--- config.mk ---
export PLATFORM = sky130hd
export DESIGN_NAME = pop_cat_motion
export DESIGN_NICKNAME = d
export VERILOG_FILES = /design/src/rtl/pop_cat_motion.sv
export SDC_FILE = /design/constraint.sdc
export NUM_CORES = 1
export LEC_CHECK = 0
export BUFFER_PORTS_ARGS = -buffer_cell sky130_fd_sc_hd__buf_2
export CAP_MARGIN = 20
export CORE_MARGIN = 2
export CORE_UTILIZATION = 30
export DETAILED_ROUTE_END_ITERATION = 6
export PLACE_DENSITY = 0.55
export SETUP_SLACK_MARGIN = 0.15
export SYNTH_ARGS = -nofsm -noshare
export SYNTH_HDL_FRONTEND = slang
export SYNTH_SLANG_ARGS = --single-unit
--- constraint.sdc ---
create_clock -name pixel_clk_in -period 3.05 [get_ports pixel_clk_in]
set_input_delay 0.4575 -clock pixel_clk_in [delete_from_list [all_inputs] [get_ports pixel_clk_in]]
set_output_delay 0.4575 -clock pixel_clk_in [all_outputs]
set_load 0.02 [all_outputs]
--- src/rtl/pop_cat_motion.sv ---
// Frame-rate controller for the pop-cat sprite: diagonal bounce position plus a
// debounced button that selects the pop sheet. Outputs only move on the first blanking line.
module pop_cat_motion #(
  parameter int SCREEN_W        = 1280,
  parameter int SCREEN_H        = 720,
  parameter int SPRITE_W        = 256,
  parameter int SPRITE_H        = 256,
  parameter int STEP            = 2,
  parameter int DEBOUNCE_CYCLES = 1_000_000,
  parameter int POP_FRAMES      = 8
) (
  input  logic        pixel_clk_in,
  input  logic        rst_n_in,
  input  logic [10:0] hcount_in,
  input  logic [9:0]  vcount_in,
  input  logic        btn_in,
  output logic [10:0] x_out,
  output logic [9:0]  y_out,
  output logic        pop_out,
  output logic        frame_out
);

  localparam int XMAX = SCREEN_W - SPRITE_W;
  localparam int YMAX = SCREEN_H - SPRITE_H;
  localparam int DB_W = (DEBOUNCE_CYCLES > 1) ? $clog2(DEBOUNCE_CYCLES) : 1;
  localparam int PC_W = (POP_FRAMES > 0) ? $clog2(POP_FRAMES + 1) : 1;

  localparam logic [DB_W-1:0] DB_LAST   = DB_W'(DEBOUNCE_CYCLES - 1);
  localparam logic [PC_W-1:0] POP_LOAD  = PC_W'(POP_FRAMES);
  localparam logic [11:0]     X_LIM     = 12'(XMAX);
  localparam logic [11:0]     X_STEP    = 12'(STEP);
  localparam logic [10:0]     Y_LIM     = 11'(YMAX);
  localparam logic [10:0]     Y_STEP    = 11'(STEP);
  localparam logic [9:0]      TICK_LINE = 10'(SCREEN_H);

  logic            sync1_q, sync1_d;
  logic            sync2_q, sync2_d;
  logic            deb_q, deb_d;
  logic [DB_W-1:0] db_cnt_q, db_cnt_d;
  logic            pending_q, pending_d;
  logic [PC_W-1:0] pop_cnt_q, pop_cnt_d;
  logic            pop_q, pop_d;
  logic [10:0]     x_q, x_d;
  logic [9:0]      y_q, y_d;
  logic            x_neg_q, x_neg_d;
  logic            y_neg_q, y_neg_d;
  logic            frame_q, frame_d;

  logic            tick;
  logic            press;
  logic [11:0]     x_wide, x_sum;
  logic [10:0]     y_wide, y_sum;
  logic [PC_W-1:0] pop_dec;

  // First pixel of the first blanking line: exactly once per frame.
  assign tick = (hcount_in == 11'd0) && (vcount_in == TICK_LINE);

  // Synchronizer, debounce and rising-edge detect of the accepted level.
  always_comb begin
    sync1_d  = btn_in;
    sync2_d  = sync1_q;
    deb_d    = deb_q;
    db_cnt_d = '0;
    press    = 1'b0;
    if (sync2_q != deb_q) begin
      if (db_cnt_q == DB_LAST) begin
        deb_d = sync2_q;
        press = sync2_q;
      end else begin
        db_cnt_d = db_cnt_q + 1'b1;
      end
    end
  end

  // A press coinciding with a tick stays pending for the following tick.
  always_comb begin
    pending_d = pending_q;
    if (press) begin
      pending_d = 1'b1;
    end else if (tick) begin
      pending_d = 1'b0;
    end
  end

  // Bounce arithmetic runs one bit wider than the port so the limit test cannot wrap.
  always_comb begin
    x_d     = x_q;
    y_d     = y_q;
    x_neg_d = x_neg_q;
    y_neg_d = y_neg_q;
    x_wide  = {1'b0, x_q};
    y_wide  = {1'b0, y_q};
    x_sum   = x_wide + X_STEP;
    y_sum   = y_wide + Y_STEP;
    if (tick) begin
      if (!x_neg_q) begin
        if (x_sum >= X_LIM) begin
          x_d     = 11'(XMAX);
          x_neg_d = 1'b1;
        end else begin
          x_d = x_sum[10:0];
        end
      end else begin
        if (x_wide <= X_STEP) begin
          x_d     = '0;
          x_neg_d = 1'b0;
        end else begin
          x_d = 11'(x_wide - X_STEP);
        end
      end
      if (!y_neg_q) begin
        if (y_sum >= Y_LIM) begin
          y_d     = 10'(YMAX);
          y_neg_d = 1'b1;
        end else begin
          y_d = y_sum[9:0];
        end
      end else begin
        if (y_wide <= Y_STEP) begin
          y_d     = '0;
          y_neg_d = 1'b0;
        end else begin
          y_d = 10'(y_wide - Y_STEP);
        end
      end
    end
  end

  // Pop timer: a pending press (re)loads the full duration.
  always_comb begin
    pop_cnt_d = pop_cnt_q;
    pop_d     = pop_q;
    frame_d   = tick;
    pop_dec   = pop_cnt_q - 1'b1;
    if (tick) begin
      if (pending_q) begin
        pop_cnt_d = POP_LOAD;
        pop_d     = 1'b1;
      end else if (pop_cnt_q != '0) begin
        pop_cnt_d = pop_dec;
        pop_d     = (pop_dec != '0);
      end
    end
  end

  always_ff @(posedge pixel_clk_in or negedge rst_n_in) begin
    if (!rst_n_in) begin
      sync1_q   <= 1'b0;
      sync2_q   <= 1'b0;
      deb_q     <= 1'b0;
      db_cnt_q  <= '0;
      pending_q <= 1'b0;
      pop_cnt_q <= '0;
      pop_q     <= 1'b0;
      x_q       <= '0;
      y_q       <= '0;
      x_neg_q   <= 1'b0;
      y_neg_q   <= 1'b0;
      frame_q   <= 1'b0;
    end else begin
      sync1_q   <= sync1_d;
      sync2_q   <= sync2_d;
      deb_q     <= deb_d;
      db_cnt_q  <= db_cnt_d;
      pending_q <= pending_d;
      pop_cnt_q <= pop_cnt_d;
      pop_q     <= pop_d;
      x_q       <= x_d;
      y_q       <= y_d;
      x_neg_q   <= x_neg_d;
      y_neg_q   <= y_neg_d;
      frame_q   <= frame_d;
    end
  end

  assign x_out     = x_q;
  assign y_out     = y_q;
  assign pop_out   = pop_q;
  assign frame_out = frame_q;

endmodule
==> results.json <==
{
  "status": "finished clean",
  "clk_pin_slew_ps": 100,
  "rows": 37,
  "syn-cell-area_sq_um": 3250,
  "max_slew_margin_pct": 47.6,
  "synthSimpleGateAreaFrac_pct": 24.9,
  "gr-total-overflow": 0,
  "synth-edff-count": 0,
  "fin_ws_ps": 384,
  "slew_violations": 0,
  "synth_fa_ha_area_share_pct": 3.85,
  "ant_nets": 0,
  "routed_wl_um": 7650,
  "period_needed_ps": 2670,
  "place_area_sq_um": 3580,
  "ir_worst_vdd_mv": 0.159,
  "synth-compound-area-share_pct": 18.9,
  "tritoncts": "done",
  "start_util_pct": 31.2,
  "synth_cell_types": 66,
  "final_common_cell": "dfrtp_1",
  "p_leak_uw": 0.00151,
  "cpPeakStageDelay_ps": 590,
  "cap_violations": 0,
  "clock_sinks": 51,
  "synth_mux_area_share_pct": 2.35,
  "setup_viol": 0,
  "synth_seq_area_share_pct": 39.3,
  "rsz0062_at_grt": "false",
  "antenna_found_initial": 0,
  "top_level_ports": 47,
  "synthArstFlopShare_pct": 100,
  "drtPass1Iterations": 5,
  "cts_resized": 0,
  "synth-seq-cells": 51,
  "finalSetupTns_ps": 0,
  "numCtsBuffers": 5,
  "vias_per_cell": 5.17,
  "cp.arrival_ps": 2880,
  "fin_skew_ps": 7.93,
  "fmax_mhz": 375,
  "ctsHoldBuffers": 0,
  "die_h_um": 108,
  "synthCells": 378,
  "grt_pass1_vias": 2768,
  "fillers": 1109,
  "antenna_cells": 0,
  "clock_path_buffers": 2,
  "power_density_nw_per_um2": 317,
  "tightest_slew_ps": 778,
  "die-area_sq_um": 11700,
  "grt_first_pass_wirelength_um": 13200,
  "design_area_sq_um": 3680,
  "hold_path_class": "primary input to async pin",
  "avgSynthCellArea_sq_um": 8.60,
  "wl_per_cell_um": 13.8,
  "final-hold-violation-count": 0,
  "crit_path_cell_trace": "ha_1, nand3_1, nor3_1, mux2_1, a21oi_1, o21ai_0, o22a_1",
  "ys_warn_count": 0,
  "cts.htree.levels": 2,
  "synthToLayoutAreaGrowth_pct": 13.4,
  "vias": 2860,
  "drt_iter0_markers": 93,
  "port_buffers": 44,
  "critPathLaunchType": "flip-flop",
  "gp_congestion": 0.808,
  "insertion_delay_ps": 320,
  "end_kind": "flip-flop",
  "layout-drive-gt1-share_pct": 18.0,
  "nets": 450,
  "place_hpwl_um": 5460,
  "slowest_stage": "dfrtp_1",
  "fin_crit_sh_pct": 87.4,
  "grt_max_degree": 28,
  "drc_errors": 0,
  "yosys_most_used_dff": "dfrtp_1",
  "final_cell_mix": "51 x dfrtp_1, 48 x nor2_1, 44 x buf_2, 37 x nand2_1, 29 x a21oi_1",
  "crit_fanout": 13,
  "cts_setup_buffers": 0,
  "synth_top_family_by_area": "simple AND/OR/NAND/NOR gates",
  "critPathRequiredTime_ps": 3270,
  "ctsRootBufferMaster": "clkbuf_8",
  "pre_cts_slack_ps": 448,
  "die_w_um": 108,
  "core_sq_um": 10400,
  "synth_xor_area_share_pct": 5.39,
  "grt_use_total_pct": 14.0,
  "critPathKind": "flip-flop to flip-flop"
}
[metrics by stage]
stage / hold WS (ps) / power, uW / util, % / instances
final: 134 / 1170 / 35.4 / 553
after floorplan: 162 / 713 / - / 379
after detailed placement: 338 / 744 / 34.4 / 545
after CTS: 139 / 1190 / 35.4 / 553
after global placement: 338 / 743 / 34.4 / 545
after global routing: 146 / 1230 / 35.4 / 553
[power by group]
group | switching (uW) | leakage (uW) | internal (uW)
Clock | 233 | 0.0000505 | 207
Sequential | 4.32 | 0.000680 | 680
Combinational | 26.9 | 0.000783 | 17.2
Total | 264 | 0.00151 | 904
[final timing paths]
path | slack, ps | from | to | cells after the start
min in group pixel_clk_in | 250 | btn_in | sync1_q$_DFF_PN0_ | 1
setup reg to reg | 380 | y_out[1]$_DFFE_PN0P_ | y_out[7]$_DFFE_PN0P_ | 7
hold / removal | 130 | rst_n_in | db_cnt_q[12]$_DFF_PN0_ | 2
setup / recovery | 380 | y_out[1]$_DFFE_PN0P_ | y_out[7]$_DFFE_PN0P_ | 7
hold reg to reg | 360 | sync1_q$_DFF_PN0_ | sync2_q$_DFF_PN0_ | 0
max in group asynchronous | 2610 | rst_n_in | y_out[3]$_DFFE_PN0P_ | 2
[cells by family after synthesis]
| kind of cell | after synthesis |
|---|---|
| fa+ha+maj | 10 |
| simple gates | 162 |
| mux | 7 |
| other cells | 1 |
| xor+xnor | 20 |
| compound gates | 91 |
| flops | 51 |
| buf+inv | 36 |
[area by class of cell]
cell class	instances	area [sq um]	share of cell area, %
clock inverter	1	7.51	0.204
multi-input combinational	292	1810	49.1
clock buffer	7	96.3	2.61
tap	136	170	4.62
inverter	16	60.1	1.63
sequential	51	1280	34.6
timing repair buffer	50	265	7.20
[critical path, delay by kind of cell (launching register included)]
family	cells	cell delay, ps
and+or+nand+nor	2	560
muxes	1	380
DFF	1	590
adders and majority gates	1	360
AOI/OAI and AO/OA	3	680
[state kept, by name, summed over array words and instances (netlist names)]
register	flops
pop_cnt_q	4
x_neg_q	1
sync1_q	1
deb_q	1
frame_out	1
pending_q	1
pop_out	1
y_out	9
x_out	10
sync2_q	1
db_cnt_q	20
y_neg_q	1
[layer usage]
| metal | global-route usage (%) | wire length, um | part of all wire, % |
|---|---|---|---|
| met1 | 18.3 | 3540 | 46 |
| met2 | 23.3 | 3660 | 48 |
| met3 | 2.65 | 393 | 5.1 |
| met4 | 4.40 | 58 | 0.76 |
| met5 | 0 | 0 | 0 |
[cell usage after synthesis (3+ instances only)]
cell	instances	area share, %
xor2_1	10	2.7
inv_1	15	1.7
dfrtp_1	51	39
nor2_1	48	5.5
clkbuf_1	7	0.81
nor4b_1	3	0.81
nand2_1	37	4.3
nand4_1	8	1.5
buf_2	8	1.2
ha_1	10	3.9
mux2_2	4	1.4
nor3_1	15	2.3
o31ai_1	4	0.92
o21ai_1	7	1.1
buf_4	3	0.69
o21ai_0	17	2.6
a221oi_2	3	1.4
nand3_1	16	2.5
nor2b_1	3	0.58
or2_2	4	0.77
nor4_1	7	1.3
xnor2_1	10	2.7
or3_1	5	0.96
a31oi_1	4	0.77
a21oi_1	29	4.5
(Power assumes the default switching activity.)
